<file path="config.mk">
export PLATFORM = sky130hd
export DESIGN_NAME = btn_input_ctrl
export DESIGN_NICKNAME = d
export VERILOG_FILES = /design/src/rtl/btn_input_ctrl_pkg.sv /design/src/rtl/btn_channel.sv /design/src/rtl/btn_input_ctrl.sv
export SDC_FILE = /design/constraint.sdc
export NUM_CORES = 1
export LEC_CHECK = 0
export CORE_UTILIZATION = 55
export CTS_CLUSTER_DIAMETER = 200
export DETAILED_ROUTE_END_ITERATION = 16
export GPL_TIMING_DRIVEN = 0
export PLACE_DENSITY = 0.84
export RECOVER_POWER = 50
export SYNTH_ARGS = -nofsm -noshare
export SYNTH_HDL_FRONTEND = slang
export SYNTH_SLANG_ARGS = --single-unit
export TNS_END_PERCENT = 10
</file>
<file path="constraint.sdc">
create_clock -name sys_clk -period 2.35 [get_ports sys_clk]
set_input_delay 0.47 -clock sys_clk [delete_from_list [all_inputs] [get_ports sys_clk]]
set_output_delay 0.47 -clock sys_clk [all_outputs]
set_load 0.005 [all_outputs]
</file>
<file path="src/rtl/btn_input_ctrl_pkg.sv">
// Shared definitions for the push-button conditioning stage.
// Button indices, default timing/width parameters and the debounce state type.
// Both the top level and the character bench import this package.
package btn_input_ctrl_pkg;

  // Bit positions of each button in the btn_* buses.
  localparam int unsigned BTN_LEFT  = 0;
  localparam int unsigned BTN_RIGHT = 1;
  localparam int unsigned BTN_JUMP  = 2;

  localparam int unsigned DEF_BTN_NUM     = 3;
  // 10 ms at 100 MHz.
  localparam int unsigned DEF_DB_CYCLES   = 1000000;
  localparam int unsigned DEF_HOLD_WIDTH  = 8;
  // Matches the debug sequence display length.
  localparam int unsigned DEF_PRESS_WIDTH = 20;

  typedef enum logic {
    StIdleLo,
    StIdleHi
  } db_state_e;

endpackage

</file>
<file path="src/rtl/btn_channel.sv">
// One button channel: 2-flop synchroniser, debounce FSM, edge detect,
// tick-based hold-duration counter and wrapping press counter.
// Ports:
//   clk_i, rst_ni   clock, asynchronous active-low reset
//   btn_raw_i       raw asynchronous button pin
//   tick_i          one-cycle character-clock enable (hold timing only)
//   level_o         debounced level
//   posedge_o       one-cycle pulse on an accepted press
//   negedge_o       one-cycle pulse on an accepted release
//   hold_cnt_o      saturating ticks elapsed in the current press
//   release_len_o   hold count captured at the last release
//   press_cnt_o     accepted presses since reset, wrapping
module btn_channel
  import btn_input_ctrl_pkg::*;
#(
  parameter int unsigned DB_CYCLES   = DEF_DB_CYCLES,
  parameter int unsigned HOLD_WIDTH  = DEF_HOLD_WIDTH,
  parameter int unsigned PRESS_WIDTH = DEF_PRESS_WIDTH
) (
  input  logic                   clk_i,
  input  logic                   rst_ni,
  input  logic                   btn_raw_i,
  input  logic                   tick_i,
  output logic                   level_o,
  output logic                   posedge_o,
  output logic                   negedge_o,
  output logic [HOLD_WIDTH-1:0]  hold_cnt_o,
  output logic [HOLD_WIDTH-1:0]  release_len_o,
  output logic [PRESS_WIDTH-1:0] press_cnt_o
);

  localparam int unsigned          CntW    = $clog2(DB_CYCLES);
  localparam logic [CntW-1:0]      CntMax  = CntW'(DB_CYCLES - 1);
  localparam logic [HOLD_WIDTH-1:0] HoldMax = '1;

  logic [1:0]             sync_q;
  db_state_e              state_q;
  logic [CntW-1:0]        db_cnt_q;
  logic                   pos_q, neg_q;
  logic [HOLD_WIDTH-1:0]  hold_q, rel_q;
  logic [PRESS_WIDTH-1:0] press_q;

  logic                  differs, flip, rise, fall;
  logic [HOLD_WIDTH-1:0] hold_inc;

  always_comb begin
    differs  = sync_q[1] != (state_q == StIdleHi);
    flip     = differs && (db_cnt_q == CntMax);
    rise     = flip && (state_q == StIdleLo);
    fall     = flip && (state_q == StIdleHi);
    hold_inc = (hold_q == HoldMax) ? hold_q : hold_q + 1'b1;
  end

  always_ff @(posedge clk_i or negedge rst_ni) begin
    if (!rst_ni) begin
      sync_q   <= '0;
      state_q  <= StIdleLo;
      db_cnt_q <= '0;
      pos_q    <= 1'b0;
      neg_q    <= 1'b0;
      hold_q   <= '0;
      rel_q    <= '0;
      press_q  <= '0;
    end else begin
      sync_q <= {sync_q[0], btn_raw_i};
      // Edge pulses are registered alongside the state flip so they line up with level_o.
      pos_q  <= rise;
      neg_q  <= fall;

      if (!differs) begin
        db_cnt_q <= '0;
      end else if (flip) begin
        db_cnt_q <= '0;
        state_q  <= (state_q == StIdleLo) ? StIdleHi : StIdleLo;
      end else begin
        db_cnt_q <= db_cnt_q + 1'b1;
      end

      if (rise) begin
        hold_q  <= '0;
        press_q <= press_q + 1'b1;
      end else if (fall) begin
        // A tick landing on the release edge still counts towards the captured length.
        rel_q  <= tick_i ? hold_inc : hold_q;
        hold_q <= '0;
      end else if ((state_q == StIdleHi) && tick_i) begin
        hold_q <= hold_inc;
      end
    end
  end

  assign level_o       = (state_q == StIdleHi);
  assign posedge_o     = pos_q;
  assign negedge_o     = neg_q;
  assign hold_cnt_o    = hold_q;
  assign release_len_o = rel_q;
  assign press_cnt_o   = press_q;

endmodule

</file>
<file path="src/rtl/btn_input_ctrl.sv">
// Conditions the raw board push-buttons (left, right, jump) for the character
// physics block and the debug counters. One btn_channel per button; outputs
// are packed into flat buses, channel k at [k*W +: W].
// Ports:
//   sys_clk, sys_rst_n  100 MHz clock, asynchronous active-low reset
//   btn_raw             raw button pins
//   tick                character-clock enable
//   btn_level           debounced levels
//   btn_posedge/negedge one-cycle accepted press/release pulses
//   hold_cnt            per-channel ticks in the current press
//   release_len         per-channel hold count at last release
//   press_cnt           per-channel press counters
module btn_input_ctrl
  import btn_input_ctrl_pkg::*;
#(
  parameter int unsigned BTN_NUM     = DEF_BTN_NUM,
  parameter int unsigned DB_CYCLES   = DEF_DB_CYCLES,
  parameter int unsigned HOLD_WIDTH  = DEF_HOLD_WIDTH,
  parameter int unsigned PRESS_WIDTH = DEF_PRESS_WIDTH
) (
  input  logic                           sys_clk,
  input  logic                           sys_rst_n,
  input  logic [BTN_NUM-1:0]             btn_raw,
  input  logic                           tick,
  output logic [BTN_NUM-1:0]             btn_level,
  output logic [BTN_NUM-1:0]             btn_posedge,
  output logic [BTN_NUM-1:0]             btn_negedge,
  output logic [BTN_NUM*HOLD_WIDTH-1:0]  hold_cnt,
  output logic [BTN_NUM*HOLD_WIDTH-1:0]  release_len,
  output logic [BTN_NUM*PRESS_WIDTH-1:0] press_cnt
);

  for (genvar k = 0; k < BTN_NUM; k++) begin : g_chan
    btn_channel #(
      .DB_CYCLES  (DB_CYCLES),
      .HOLD_WIDTH (HOLD_WIDTH),
      .PRESS_WIDTH(PRESS_WIDTH)
    ) u_chan (
      .clk_i        (sys_clk),
      .rst_ni       (sys_rst_n),
      .btn_raw_i    (btn_raw[k]),
      .tick_i       (tick),
      .level_o      (btn_level[k]),
      .posedge_o    (btn_posedge[k]),
      .negedge_o    (btn_negedge[k]),
      .hold_cnt_o   (hold_cnt[k*HOLD_WIDTH +: HOLD_WIDTH]),
      .release_len_o(release_len[k*HOLD_WIDTH +: HOLD_WIDTH]),
      .press_cnt_o  (press_cnt[k*PRESS_WIDTH +: PRESS_WIDTH])
    );
  end

endmodule
</file>
; ---- After elaboration in Yosys (flattened, before gate mapping)
; Index checks and enable logic that the tools add are counted.
[word_totals]
regBits = 183
out_inout_bits = 117
elab_cells = 93
in_bits = 6
[classes]
n_eq_ne = 9
bitwise_logic = 6
n_reduce_logical = 21
add_sub_neg = 9
mux = 24
[op_table]
columns = op, n
row1 = $add 20x1->20 const B, 6
row2 = $mux 20, 6
row3 = $mux 8, 15
row4 = $eq 20x20->1 const B, 3
row5 = $add 8x1->8 const B, 3
row6 = $eq 8x8->1 const B, 3
row7 = $logic_and 1x1->1, 12
row8 = $reduce_and 2->1, 6
row9 = $reduce_bool 3->1, 3
row10 = $not 1->1, 6
row11 = $mux 1, 3
row12 = $ne 1x1->1, 3

; ---- Depth between registers and ports, before layout
[depth]
word_depth = 5
ltp_mapped = 7
ltp_nobuf = 6

; ---- Cells and area by module
; A second synthesis with hierarchy kept.
[unflattened]
hier_cells = 872
area_unflattened_um2 = 9082.5
[modules_own_cells]
columns = mod, cells_each, seq_area_each_um2, area_per_inst_um2, instances
row1 = btn_channel (g_chan[1].u_chan ...), 291, 1526.5, 3024.2, 2
row2 = btn_channel (g_chan[0].u_chan), 290, 1526.5, 3034.2, 1

; ---- Worst setup path after synthesis
; Ideal clock, no wire load.
[synth_timing]
kind = reg-to-reg
startpoint = register g_chan[1].u_chan.db_cnt_q[0]
endpoint = register g_chan[1].u_chan.press_q[1]
stages_incl_launch_ff = 7
required_ns = 2.225
path_slack_ns = 0.436
n_path_buf = 1
setup_ns = 0.125
t_arrival_ns = 1.790
synth_period_minus_slack_ns = 1.914
cell_sequence = dfrtp_1 ha_1 nand2_1 nor4_2 and4b_1 buf_2 mux2_2
[synth_via]
elab_chain_cells = 3
[synth_lines]
columns = element, line_no
row1 = "start, declared", btn_channel.sv:38  ; logic [CntW-1:0] db_cnt_q;
row2 = "start signal, assigned", btn_channel.sv:76  ; db_cnt_q <= db_cnt_q + 1'b1;
row3 = $eq 20x20->1, btn_channel.sv:48  ; flip = differs && (db_cnt_q == CntMax);
row4 = $logic_and 1x1->1, btn_channel.sv:48
row5 = $logic_and 1x1->1, btn_channel.sv:49  ; rise = flip && (state_q == StIdleLo);
row6 = net g_chan[1].u_chan.rise, btn_channel.sv:43  ; logic differs, flip, rise, fall;
row7 = "end signal, assigned", btn_channel.sv:81  ; press_q <= press_q + 1'b1;
row8 = "end, declared", btn_channel.sv:41  ; logic [PRESS_WIDTH-1:0] press_q;
; The timed path passes the listed nets, and every way through them passes these cells.
; A chain may end at the register's enable or synchronous reset.

; ---- Worst setup path after layout
[layout_timing]
startpoint = register g_chan[2].u_chan.db_cnt_q[0]
endpoint = register g_chan[2].u_chan.press_q[1]
[layout_via]
elab_chain_cells = 3
[layout_lines]
columns = element, line_no
row1 = "start, declared", btn_channel.sv:38
row2 = "start signal, assigned", btn_channel.sv:76
row3 = $eq 20x20->1, btn_channel.sv:48
row4 = $logic_and 1x1->1, btn_channel.sv:48
row5 = $logic_and 1x1->1, btn_channel.sv:49
row6 = net g_chan[2].u_chan.rise, btn_channel.sv:43
row7 = "end signal, assigned", btn_channel.sv:81
row8 = "end, declared", btn_channel.sv:41
; The timed path passes the listed nets, and every way through them passes these cells.

==> flow_summary.toml <==
[sta]
rsz0062_at_grt = "no"
max_slew_margin = -0.2898
setup_viol = 0
fin_skew_ps = 7.517
hold_viol = 0
drv_slew = 88
fin_crit_sh = 0.9242
final.setup.worst_slack_ps = 178.0
fin_crit_ps = 2172
whs_ps = 350.0
fmaxAchievable_mhz = 460.4
max_slew.worst_pin.slew_ps = 1935

[detailed_routing]
wirelength_um = 19280
drt-pass1-iter-count = 5
wl_per_cell_um = 15.55
vias_per_cell = 5.473
via_count = 6786
drt_iter0_markers = 404
ant_nets = 0
drcViolationCount = 0

[logic_synthesis]
syn_area_per_cell_um2 = 10.04
synthTopCellsByCount = "dfrtp_1, nor2_1, nand2_1"
synth_compound_area_frac = 0.03211
ys_seq_area_frac = 0.5223
synthArstFlopShare = 1.000
synth.area.top_cells = "dfrtp_1, xor2_1, xnor2_1"
synth_cell_types = 45
synth_top_family_by_area = "simple AND/OR/NAND/NOR gates"
synthCells = 873
syn_area_um2 = 8767
synth_edf_count = 0
synthMuxAreaShare = 0.03539
synth_fa_ha_area_frac = 0.01284
synth-simple-area-share = 0.2432
ys_ff_latch = 183
synth_top_cell_by_area = "dfrtp_1"
yosys_warnings = 0
synth_xor_area_frac = 0.1249
yosysTopAreaCellShare = 0.5223
synth.most_common_cell = "dfrtp_1"
synth_top_flop_cell = "dfrtp_1"
synth_fp_nets = 888

[power]
sw_frac_of_total = 0.2058
p_seq_frac = 0.511
netSwitchingPower_mw = 1.283
p_leak_nw = 4.921
power_density_nw_per_um2 = 572.4
ir_worst_vdd_mv = 0.5451
power_frac_comb = 0.022
p_int_mw = 4.952
clock_power_share = 0.467

[placement]
dp_worst_setup_slack_ps = 59.52
portBuffers = 121
dpl.hpwl_um = 13160
gp_congestion = 0.8282

[floorplanning]
dieHeight_um = 128.3
core-area_um2 = 15370
die_x_um = 128.3
start_util = 0.5704
fp-row-count = 45
pin_count = 123
dieArea_um2 = 16450

[final_layout]
final_nets = 1031
drive_gt1_frac = 0.06803
area_growth_pct = 24.26
fill_cells = 1129
diodes = 0
fin_util = 0.7088
multiInputGateArea_um2 = 3953
seq_area_um2 = 4579

[clock_tree]
htreeDepth = 4
ctsLongestPathBuffers = 2
ctsHoldBuffers = 0
cts_buffers = 17
clkTransAtPathRegs_ps = 60
cts_tree = "built"
root_buffer = "clkbuf_16"
clock-sinks = 183
clkLatencyLatePin_ps = 430

[setup_path]
critical-path-slowest-cell = "dfrtp_1"
worstPathRequired_ps = 2660
cp_data_arrival_time_ps = 2480
critPathMaxStageDelay_ps = 400
worst_setup_path_start_kind = "register"
cp_max_fo = 7
path_cells = "ha_1 -> nand3_1 -> nor4_4 -> and3_1 -> clkbuf_1 -> mux2_2"
regToRegSetupSlack_ps = 180
worstSetupPathType = "register to register"
crit_buf_inv = 1
cpLargestDelayFamily = "simple AND/OR/NAND/NOR gates"
endpoint_kind = "register"

[grt]
track_usage = 0.2459
grt_pass1_wl_um = 31840
grt.overflow.total = 0
grt_max_degree = 97
antenna_found_initial = 0
grt_pass1_vias = 6462

[run]
drv_cap = 1

[run_status]
violations = "capacitance limit, slew limit"
outcome = "finished with violations"

[worst_hold_path]
hold_path_class = "register to register"
state kept, by name, indices dropped and copies added (netlist names):
signal	count
g_chan.u_chan.db_cnt_q	60
g_chan.u_chan.hold_cnt_o	24
g_chan.u_chan.level_o	3
g_chan.u_chan.negedge_o	3
g_chan.u_chan.posedge_o	3
g_chan.u_chan.press_cnt_o	60
g_chan.u_chan.release_len_o	24
g_chan.u_chan.sync_q	6
cells by family (layout without fill, tap and decap cells):
| logic type | count (synthesis) | after routing |
|---|---|---|
| buf+inv | 55 | 211 |
| compound gates | 49 | 49 |
| fa+ha+maj | 9 | 9 |
| mux | 30 | 30 |
| simple gates | 422 | 422 |
| xor+xnor | 125 | 125 |
| flops | 183 | 183 |
through the flow:
| stage | cell area [um^2] | setup TNS, ps | instances | total power, mW |
|---|---|---|---|---|
| finish | 10890 | 0 | 1240 | 6.235 |
| global route | 10890 | 0 | 1240 | 6.427 |
| CTS | 10880 | 0 | 1238 | 6.284 |
| detailed placement | 10270 | 0 | 1206 | 3.387 |
| global placement | 10240 | -1192740 | 1205 | 3.378 |
| floorplan | 8767 | 0 | 873 | 3.291 |
what timing repair did:
| action | CTS | global route |
|---|---|---|
| buffers inserted | 0 | 2 |
| gates resized for setup | 0 | 5 |
| endpoints found under the setup margin | 0 | 70 |
cell type report:
class                           instances  area share
Sequential cell                       183      0.4204
Multi-Input combinational cell        635      0.3628
Timing Repair Buffer                  124      0.1139
Clock buffer                           24     0.04422
Tap cell                              211     0.02423
Buffer                                 34     0.01619
Clock inverter                          8     0.01103
Inverter                               21    0.007236
final timing paths:
path                                         startpoint                               to  depth (start not counted)
max                        g_chan[2].u_chan.db_cnt_q[0]  g_chan[2].u_chan.press_cnt_o[1]                          6
min                          g_chan[2].u_chan.sync_q[0]       g_chan[2].u_chan.sync_q[1]                          0
max reg2reg                g_chan[2].u_chan.db_cnt_q[0]  g_chan[2].u_chan.press_cnt_o[1]                          6
min reg2reg                  g_chan[2].u_chan.sync_q[0]       g_chan[2].u_chan.sync_q[1]                          0
max in group asynchronous                     sys_rst_n   g_chan[2].u_chan.hold_cnt_o[7]                          2
min in group asynchronous                     sys_rst_n     g_chan[0].u_chan.db_cnt_q[3]                          1
layer usage:
layer / global-route usage / vias to the layer above / wire length (um)
li1: - / 3285 / -
met1: 0.3318 / 3292 / 8552
met2: 0.4025 / 186 / 9525
met3: 0.05384 / 23 / 949
met4: 0.06505 / 0 / 254
met5: 0 / - / 0
cell usage in the layout (no fill, tap or decap), types with 3 or more instances in the layout:
cell type / Yosys / layout
nand2b_1: 7 / 7
buf_4: 9 / 11
ha_1: 9 / 9
nor2_1: 125 / 123
clkbuf_8: 0 / 3
nand4b_1: 3 / 3
nand3_2: 2 / 3
and2_1: 6 / 6
nor4_4: 2 / 3
clkdlybuf4s50_1: 0 / 72
nand2_1: 86 / 85
clkbuf_1: 17 / 22
nand4_1: 37 / 37
xor2_1: 63 / 63
mux2i_1: 22 / 22
bufinv_16: 0 / 3
o21ai_0: 27 / 27
dlygate4sd3_1: 0 / 48
clkinv_2: 0 / 3
and4b_1: 3 / 3
clkbuf_16: 0 / 17
inv_1: 21 / 21
nor4_1: 11 / 11
nand3b_1: 3 / 3
buf_2: 7 / 7
and4_1: 15 / 15
and3_1: 20 / 20
xnor2_1: 62 / 62
nor2b_1: 7 / 7
mux2_2: 8 / 8
dfrtp_1: 183 / 183
nor3_1: 32 / 32
a21oi_1: 9 / 9
nand3_1: 55 / 54
power by group through the flow:
stage	Combinational (mW)	Clock, mW	Sequential, mW
global placement	0.133	0	3.24
global route	0.161	3.08	3.19
floorplan	0.0507	0	3.24
finish	0.136	2.91	3.19
detailed placement	0.144	0	3.24
CTS	0.145	2.95	3.18
worst reg2reg max path, stage by stage (launching register included):
cell	delay [ps]
dfrtp_1	400
ha_1	220
nand3_1	170
nor4_4	350
and3_1	220
clkbuf_1	330
mux2_2	380
No activity file was read; power rests on OpenSTA's default activity.
